File: src/rtl/vx_flush_ctrl.sv
// vx_flush_ctrl -- per-bank tag-store flush sequencer.
//
// Walks every line index of one cache bank and issues one invalidating
// write per cycle into the tag access stage's fill/flush port. A sweep
// runs once automatically after reset (INIT, no completion response)
// and once per accepted flush request (SWEEP, followed by a completion
// response in RESP). Core lookups are held off through `busy` whenever
// the sequencer is not IDLE.
//
// Handshakes: a transfer happens on a rising clock edge where both valid
// and ready are high. The requester keeps flush_req_valid high until it
// sees flush_req_ready; the sequencer keeps flush_rsp_valid high until
// it sees flush_rsp_ready. Neither ready depends combinationally on the
// matching valid, and no request is ever queued.
//
// Ports:
//   clk, reset         clock; synchronous active-high reset
//   flush_req_valid/ready   flush request handshake (ready only in IDLE)
//   flush_rsp_valid/ready   flush completion handshake
//   stall              tag store owned by the pipeline; no write this cycle
//   busy               high unless IDLE; blocks core lookups
//   flush_valid        drives the tag stage `fill` and `is_flush`
//   flush_addr         line address; low CNTW bits are the line counter
//   perf_flush_stalls  (FLUSH_PERF_EN only) saturating count of stalled
//                      sweep cycles, cleared only by reset
//   dbg_state_o        current FSM state for debug/checkers
//
// Optional feature macro: FLUSH_PERF_EN.
module vx_flush_ctrl #(
    parameter int CACHE_ID        = 0,
    parameter int BANK_ID         = 0,
    parameter int CACHE_SIZE      = 16384,
    parameter int CACHE_LINE_SIZE = 64,
    parameter int NUM_BANKS       = 4,
    parameter int WORD_SIZE       = 4,
    localparam int LINES           = CACHE_SIZE / (CACHE_LINE_SIZE * NUM_BANKS),
    localparam int CNTW            = (LINES > 1) ? $clog2(LINES) : 1,
    localparam int LINE_ADDR_WIDTH = 32 - $clog2(CACHE_LINE_SIZE)
) (
    input  logic                       clk,
    input  logic                       reset,
    input  logic                       flush_req_valid,
    output logic                       flush_req_ready,
    output logic                       flush_rsp_valid,
    input  logic                       flush_rsp_ready,
    input  logic                       stall,
    output logic                       busy,
    output logic                       flush_valid,
    output logic [LINE_ADDR_WIDTH-1:0] flush_addr,
`ifdef FLUSH_PERF_EN
    output logic [31:0]                perf_flush_stalls,
`endif
    output logic [1:0]                 dbg_state_o
);

    // Reject configurations that cannot produce a meaningful sweep.
    if (LINES < 1 || WORD_SIZE < 1 || WORD_SIZE > CACHE_LINE_SIZE ||
        CACHE_ID < 0 || BANK_ID < 0 || CNTW > LINE_ADDR_WIDTH) begin : g_bad_cfg
        $error("vx_flush_ctrl: invalid cache geometry");
    end

    typedef enum logic [1:0] {
        S_INIT  = 2'd0,
        S_SWEEP = 2'd1,
        S_RESP  = 2'd2,
        S_IDLE  = 2'd3
    } state_e;

    localparam logic [CNTW-1:0] LAST_LINE = CNTW'(LINES - 1);

    state_e          state_q, state_d;
    logic [CNTW-1:0] cnt_q, cnt_d;
    logic            sweeping;

    assign sweeping = (state_q == S_INIT) || (state_q == S_SWEEP);

    // Next-state logic. The counter only moves on cycles that actually
    // write, so a stall holds the current line address.
    always_comb begin
        state_d = state_q;
        cnt_d   = cnt_q;
        unique case (state_q)
            S_INIT, S_SWEEP: begin
                if (!stall) begin
                    if (cnt_q == LAST_LINE) begin
                        cnt_d   = '0;
                        state_d = (state_q == S_INIT) ? S_IDLE : S_RESP;
                    end else begin
                        cnt_d = cnt_q + 1'b1;
                    end
                end
            end
            S_IDLE: begin
                if (flush_req_valid) begin
                    state_d = S_SWEEP;
                    cnt_d   = '0;
                end
            end
            S_RESP: begin
                if (flush_rsp_ready) begin
                    state_d = S_IDLE;
                end
            end
            default: begin
                state_d = S_INIT;
                cnt_d   = '0;
            end
        endcase
    end

    always_ff @(posedge clk) begin
        if (reset) begin
            state_q <= S_INIT;
            cnt_q   <= '0;
        end else begin
            state_q <= state_d;
            cnt_q   <= cnt_d;
        end
    end

    // Output decode from registered state. Reset forces the quiescent
    // values combinationally so the tag stage never sees a write while
    // reset is asserted, even on the first reset cycle.
    always_comb begin
        flush_valid     = 1'b0;
        flush_req_ready = 1'b0;
        flush_rsp_valid = 1'b0;
        busy            = 1'b1;
        flush_addr      = '0;
        if (!reset) begin
            flush_addr = LINE_ADDR_WIDTH'(cnt_q);
            unique case (state_q)
                S_INIT, S_SWEEP: flush_valid = !stall;
                S_RESP:          flush_rsp_valid = 1'b1;
                S_IDLE: begin
                    flush_req_ready = 1'b1;
                    busy            = 1'b0;
                end
                default: ;
            endcase
        end
    end

    assign dbg_state_o = state_q;

`ifdef FLUSH_PERF_EN
    logic [31:0] perf_q;

    always_ff @(posedge clk) begin
        if (reset) begin
            perf_q <= '0;
        end else if (sweeping && stall && (perf_q != '1)) begin
            perf_q <= perf_q + 32'd1;
        end
    end

    assign perf_flush_stalls = perf_q;
`else
    // Without the perf counter the sweep flag only feeds nothing; keep it
    // referenced so the decode stays shared between builds.
    logic unused_sweeping;
    assign unused_sweeping = sweeping;
`endif

endmodule
File: config.mk
export PLATFORM = sky130hd
export DESIGN_NAME = vx_flush_ctrl
export DESIGN_NICKNAME = d
export VERILOG_FILES = /design/src/rtl/vx_flush_ctrl.sv
export SDC_FILE = /design/constraint.sdc
export NUM_CORES = 1
export LEC_CHECK = 0
export ABC_AREA = 1
export BUFFER_PORTS_ARGS = -buffer_cell sky130_fd_sc_hd__buf_4
export CAP_MARGIN = 20
export CORE_MARGIN = 1.5
export CORE_UTILIZATION = 43
export DETAILED_ROUTE_END_ITERATION = 6
export GPL_TIMING_DRIVEN = 0
export MAX_ROUTING_LAYER = met4
export PLACE_DENSITY = 0.86
export SYNTH_ARGS = -nofsm -noshare
export SYNTH_HDL_FRONTEND = slang
export SYNTH_SLANG_ARGS = --single-unit
File: constraint.sdc
create_clock -name clk -period 1.6 [get_ports clk]
set_input_delay 0.32 -clock clk [delete_from_list [all_inputs] [get_ports clk]]
set_output_delay 0.32 -clock clk [all_outputs]
set_load 0.005 [all_outputs]
[Word level (Yosys, flattened, before mapping)]
Cells that the tools add are included.
Cells by class
  add/subtract/negate cells: 1
  equality and inequality tests: 8
  muxes and demuxes: 19
  reductions and logical operators: 6
Operator list (number)
  $mux W6: 4
  $pmux W6 S2: 1
  $mux W1: 9
  $mux W2: 4
  $ne A2 B2 Y1 const B: 4
  $add A6 B1 Y6 const B: 1
  $eq A6 B6 Y1 const B: 1
  $pmux W2 S3: 1
  $eq A2 B2 Y1 const B: 2
  $reduce_and A4 Y1: 1
  $reduce_and A3 Y1: 1
  $eq A2 B1 Y1 const B: 1
  $logic_not A2 Y1: 1
  $reduce_bool A2 Y1: 1
  $reduce_or A2 Y1: 1
  $logic_not A1 Y1: 1
Word-level totals
  bits in registers: 8
  input bits: 5
  output and inout port bits: 32

[Logic depth before layout (Yosys ltp)]
Gate-level depths: netlist (run 1).
  depth after elaboration: 5
  gate-level depth with buffers: 8

[Worst setup path before layout (run 1)]
No wires, ideal clock.
  path kind: register -> register
  start: reg cnt_q[0]
  end: reg cnt_q[0]
  library setup time: 113 ps
  arrival time: 1036 ps
  path slack: 451 ps
  cell stages (with the launch flop): 9
  buffers on the path: 0
  period minus slack after synthesis: 1149 ps
  path through: dfxtp_1 -> ha_1 -> nand2_1 -> nor2_1 -> nand2_1 -> nand2_1 -> o21ai_1 -> o21ai_1 -> inv_1
On the way
  longest elaborated chain between the ends: 4
RTL lines
  from (decl): line 72  | logic [CNTW-1:0] cnt_q, cnt_d;
  from (signal assigned): line 117  | cnt_q <= cnt_d;
  $add A6 B1 Y6 / $eq A6 B6 Y1 (equally long branches): line 89, 85
  $mux W6 (*): line 85  | if (cnt_q == LAST_LINE) begin
  $mux W6 (*): line 84  | if (!stall) begin
  $pmux W6 S2 (*): line 82  | unique case (state_q)
Every way passes the cells marked *; elsewhere a longest branch is shown, timed or not. The select of a mux whose other input is x is not followed.
A chain may end at the register's enable or synchronous reset.

[Worst setup path in the final report (run 1)]
  start: reg state_q[1], in the netlist dbg_state_o[1]
  end: out flush_valid
On the way
  longest elaborated chain between the ends: 4
RTL lines
  from (decl): line 71  | state_e state_q, state_d;
  from (signal assigned): line 116  | state_q <= state_d;
  $eq A2 B1 Y1 / $logic_not A2 Y1 (equally long branches): line 132  | unique case (state_q)
  $reduce_or A2 Y1 (*): line 132
  $mux W1 (*): line 132
  $mux W1 (*): line 130  | if (!reset) begin
  to (decl): line 48  | output logic flush_valid,
Every way passes the cells marked *; elsewhere a longest branch is shown, timed or not.

==> results of run 1 <==
cell type report:
class                      instances  share of cell area
sequential                         8               0.174
buffer                            21               0.167
inverter                          15              0.0606
clock buffer                       3              0.0243
multi-input combinational         77               0.423
timing repair buffer              16               0.129
tap                               16              0.0216
worst max-delay path by stage:
| stage | cells after the start | slack [ns] | end | startpoint |
|---|---|---|---|---|
| after global placement | 4 | 0.32 | busy | dbg_state_o[1] |
| after CTS | 4 | 0.02 | busy | dbg_state_o[1] |
| after floorplan | 8 | 0.45 | cnt_q[0] | cnt_q[0] |
| after detailed placement | 8 | 0.28 | cnt_q[0] | cnt_q[0] |
| after global routing | 4 | 0.03 | busy | dbg_state_o[1] |
| final | 3 | 0.12 | flush_valid | dbg_state_o[1] |
per-stage QoR:
| step | total power [mW] | setup slack [ns] | cells | hold slack (ns) |
|---|---|---|---|---|
| after floorplan | 0.296 | 0.451 | 121 | 0.500 |
| after global placement | 0.317 | 0.324 | 153 | 0.540 |
| after detailed placement | 0.320 | 0.283 | 153 | 0.569 |
| after CTS | 0.481 | 0.0202 | 156 | 0.349 |
| after global routing | 0.506 | 0.0251 | 156 | 0.392 |
| final | 0.484 | 0.120 | 156 | 0.342 |
synthesized netlist by cell type:
cell / number / area, µm²
nand4_1: 2 / 12.5
conb_1: 1 / 3.75
nand2_4: 2 / 22.5
inv_1: 15 / 56.3
o21ai_1: 3 / 15.0
dfxtp_1: 8 / 160
a21boi_4: 1 / 18.8
a22o_1: 1 / 8.76
buf_2: 1 / 5.00
nand3_2: 1 / 10.0
or2_4: 1 / 8.76
nor2_1: 15 / 56.3
nand2_1: 15 / 56.3
o21ai_0: 1 / 5.00
nand3_1: 5 / 25.0
o21bai_1: 1 / 7.51
buf_4: 20 / 150
ha_1: 1 / 12.5
nand3b_1: 1 / 7.51
nor2_4: 1 / 11.3
a21oi_1: 4 / 20.0
xor2_1: 1 / 8.76
o21bai_2: 1 / 11.3
what timing repair did:
action / in CTS / in global routing
hold endpoints to repair: 0 / 0
gates resized for setup: 0 / 1
setup endpoints to repair: 0 / 2
per-layer routing:
layer | vias up | share of wire
met5 | - | 0
met4 | 0 | 0.016
met3 | 5 | 0.098
met2 | 38 | 0.48
met1 | 303 | 0.40
li1 | 355 | -
cell families after synthesis:
family,Yosys count,synth area share
AND/OR/NAND/NOR,43,0.303
adder cells (fa/ha/maj),1,0.0180
XOR/XNOR,1,0.0126
buffers and inverters,36,0.305
other,1,0.00541
AO/OA/AOI/OAI,12,0.125
flip-flops,8,0.231
sequential cells by signal, indices dropped and copies added (netlist names):
name / count
cnt_q: 6
dbg_state_o: 2
worst max-delay path, stage by stage (launching register included):
cell	delay, ns
dfxtp_2	0.36
or2_4	0.30
nor2_4	0.11
buf_4	0.12
placed cells by master, fill, tap and decap left out:
cell type and instances:
nand4_1 2, dfxtp_1 7, dfxtp_2 1, buf_2 1
nand3_2 1, ha_1 1, xor2_1 1, nand3b_1 1
a21boi_4 1, nor2_4 1, nand2_1 15, o21ai_1 3
o21bai_2 1, a22o_1 1, conb_1 20, nand3_1 5
o21ai_0 1, a21oi_1 4, clkbuf_4 3, buf_4 36
nand2_4 2, inv_1 15, nor2_1 15, or2_4 1
o21bai_1 1
power groups by stage:
| stage | Combinational, mW | Sequential (mW) | Clock (mW) |
|---|---|---|---|
| 6_report | 0.105 | 0.213 | 0.166 |
| 5_1_grt | 0.119 | 0.213 | 0.174 |
| 4_1_cts | 0.104 | 0.212 | 0.164 |
| 3_5_place_dp | 0.103 | 0.217 | 0 |
| 3_3_place_gp | 0.101 | 0.216 | 0 |
| 2_1_floorplan | 0.0816 | 0.215 | 0 |
==> flow_summary.yaml, run 1 <==
power:
  p_per_area_nw_per_um2: 522
  sw_frac_of_total: 0.276
  pwr-share-comb: 0.218
  intPower_mw: 0.350
  peakVddDrop_mv: 0.444
  p_switching_mw: 0.134
  clkPwrFrac: 0.343
  p_seq_frac: 0.440
  p_leak_nw: 0.500
clock_tree:
  cts_buffer_depth: 2
  h-tree-depth: 1
  cts_setup_buffers: 0
  clock-sinks: 8
  cts_tree: "built"
  hold_buffers: 0
  cts_buffers: 3
  insertion_delay_ns: 0.26
  clock-root-buffer: "clkbuf_4"
  clkTransAtPathRegs_ns: 0.06
finish:
  antennaDiodeCount: 0
  utilization: 0.616
  drive_gt1_frac: 0.343
  regArea_um2: 161
  fillers: 166
  finalInstanceArea_um2: 928
  multiInputGateArea_um2: 393
  fin_nets: 148
  synthToLayoutAreaGrowth_pct: 33.9
sta:
  fmax_mhz: 676
  finClkSkew_ns: 0.00554
  report.final.slew_viol_count: 0
  fin_setup_tns_ns: 0
  setup_violations: 0
  rsz0062_at_grt: "no"
  finalCritPeriodShare: 0.925
  min_period_ns: 1.48
  hold_viol: 0
yosys:
  avgSynthCellArea_um2: 6.80
  ys_ff_latch: 8
  ys_seq_area_frac: 0.231
  synth_area_um2: 693
  ys_types: 23
  yosysWarnings: 0
  synthCells: 102
global_route:
  gr-usage-met2: 0.290
  grt_pass1_wl_um: 2550
  met1_usage: 0.221
  gr-max-usage-layer: "met2"
  grt_pass1_vias: 612
  grt_overflow: 0
  grt_start_max_net_pins: 11
  grtUsageTotal: 0.184
  met3_usage: 0.0426
  antenna_found_initial: 0
flow_run:
  cap_violations: 0
run_status:
  outcome: "finished, final reports clean"
floorplanning:
  io_pins: 37
  die_h_um: 43.2
  dieArea_um2: 1860
  start_util: 0.460
  die_w_um: 43.2
  num_rows: 14
  core_area_um2: 1510
hold_path:
  whs_path_depth: 4
  hold_start: "reset"
  hold_path.class: "primary input to flop"
  holdPathEnd: "dbg_state_o[0]"
critical_path:
  cp-start-kind: "flop"
  r2r-start: "cnt_q[0]"
  worstPathMaxFanout: 9
  path_class: "flop to primary output"
  timing.rr.end: "cnt_q[0]"
  endpoint_kind: "primary output"
  r2r_cells: 8
  arrival_ns: 1.16
  worst-r2r-setup-slack_ns: 0.25
  cp.required_ns: 1.28
drt:
  drc: 0
  wire_per_inst_um: 9.33
  drtIter0Drc: 17
  num_vias: 701
  wl_um: 1460
  ant_nets: 0
  avgViaCountPerCell: 4.49
  drt_pre_antenna_iters: 4
place:
  dp_hpwl_um: 1170
  place_area_um2: 905
  io_buffers: 16
  gp_congestion: 0.928
Power figures use the tool's default switching activity.
==> run 2: changes to the inputs <==
==> constraint.sdc (replaced) <==
create_clock -name clk -period 1.6 [get_ports clk]
set_input_delay 0.16 -clock clk [delete_from_list [all_inputs] [get_ports clk]]
set_output_delay 0.16 -clock clk [all_outputs]
set_load 0.005 [all_outputs]
==> flow_summary.yaml, run 2 (synthesis results as in run 1) <==
critical_path:
  worstPathMaxFanout: 9
  worst-r2r-setup-slack_ns: 0.25
  path_class: "flop to primary output"
  timing.rr.end: "cnt_q[0]"
  r2r-start: "cnt_q[0]"
  cp.required_ns: 1.44
  endpoint_kind: "primary output"
  path_cells: "nand2_1 -> nor2_1 -> inv_1 -> buf_4"
  cpMaxStageDelayCell: "dfxtp_1"
  arrival_ns: 1.27
  r2r_cells: 8
  cp-start-kind: "flop"
  slowest_delay_ns: 0.48
clock_tree:
  clock-sinks: 8
  cts_buffers: 3
  clkTransAtPathRegs_ns: 0.06
  insertion_delay_ns: 0.26
  hold_buffers: 0
  h-tree-depth: 1
  cts_tree: "built"
  clock-root-buffer: "clkbuf_4"
  cts_buffer_depth: 2
  cts_setup_buffers: 0
  ctsResizeCount: 0
finish:
  layout_common_cells: "buf_4 (36), conb_1 (20), inv_1 (15), nor2_1 (15), nand2_1 (15)"
  layout_commonest_cell: "buf_4"
  regArea_um2: 160
  antennaDiodeCount: 0
  regMostFlops: "cnt_q"
  synthToLayoutAreaGrowth_pct: 33.8
  drive_gt1_frac: 0.336
  multiInputGateArea_um2: 393
  largest_register_ffs: 6
  fillers: 166
  fin_cells: 156
  fin_nets: 148
hold_path:
  hold_path.class: "primary input to flop"
  holdPathEnd: "dbg_state_o[0]"
  hold_start: "reset"
  whs_path_depth: 4
floorplanning:
  num_rows: 14
  core_area_um2: 1510
  start_util: 0.460
  io_pins: 37
  die_w_um: 43.2
  die_h_um: 43.2
  dieArea_um2: 1860
power:
  peakVddDrop_mv: 0.444
  p_per_area_nw_per_um2: 522
  p_leak_nw: 0.500
  power_mw: 0.484
place:
  gp_congestion: 0.928
  dp_hpwl_um: 1170
  io_buffers: 16
  place_inst: 153
sta:
  whs_ns: 0.182
  min_period_ns: 1.43
  hold_viol: 0
  finClkSkew_ns: 0.00554
  fmax_mhz: 700
  finalCritPeriodShare: 0.892
  fin_setup_tns_ns: 0
  rsz0062_at_grt: "no"
  setup_violations: 0
  report.final.slew_viol_count: 0
drt:
  drt_pre_antenna_iters: 4
  num_vias: 701
  drtIter0Drc: 17
  avgViaCountPerCell: 4.49
  ant_nets: 0
  wire_per_inst_um: 9.33
  wl_um: 1460
  drc: 0
global_route:
  grt_start_max_net_pins: 11
  grt_pass1_wl_um: 2550
  grtUsageTotal: 0.184
  grt_pass1_vias: 612
  antenna_found_initial: 0
  grt_overflow: 0
run_status:
  outcome: "finished, final reports clean"
flow_run:
  cap_violations: 0
==> run 2: cell counts in the layout (fill, tap and decap cells not counted) <==
No cell type changed its count.
==> run 2: per-layer routing <==
| layer | vias up | track usage | routed length, µm |
|---|---|---|---|
| li1 | 355 | - | - |
| met1 | 303 | 0.221 | 583 |
| met2 | 38 | 0.290 | 705 |
| met3 | 5 | 0.0426 | 143 |
| met4 | 0 | 0.0848 | 23 |
| met5 | - | - | 0 |
==> run 2: worst max-delay path, delay by kind of cell (launching register included) <==
kind	cells	cell delay, ns
buffers and inverters	2	0.18
AND/OR/NAND/NOR	2	0.34
flip-flops	1	0.48
==> run 2: power breakdown <==
part	total, mW	switching (mW)	internal (mW)
registers	0.213	0.00749	0.205
logic	0.105	0.0470	0.0584
clock network	0.166	0.0794	0.0866
total	0.484	0.134	0.350
==> run 2: worst max path at each step <==
stage                               from       end  slack [ns]
after floorplan                 cnt_q[0]  cnt_q[0]        0.45
after global placement          cnt_q[0]  cnt_q[0]        0.34
after detailed placement        cnt_q[0]  cnt_q[0]        0.28
after CTS                 dbg_state_o[1]      busy        0.18
after global routing      dbg_state_o[1]      busy        0.05
final                     dbg_state_o[1]      busy        0.17
==> run 2: per-stage QoR <==
step                      cell area [µm²]   util  worst slack [ns]
final                                 927  0.615             0.172
after global placement                905  0.600             0.345
after floorplan                       764      -             0.451
after global routing                  927  0.615            0.0524
after detailed placement              905  0.600             0.283
after CTS                             927  0.615             0.180
==> run 2: final cells by class <==
type                       count  share of cell area
timing repair buffer          16               0.130
tap                           16              0.0216
buffer                        21               0.167
sequential                     8               0.173
multi-input combinational     77               0.424
inverter                      15              0.0607
clock buffer                   3              0.0243
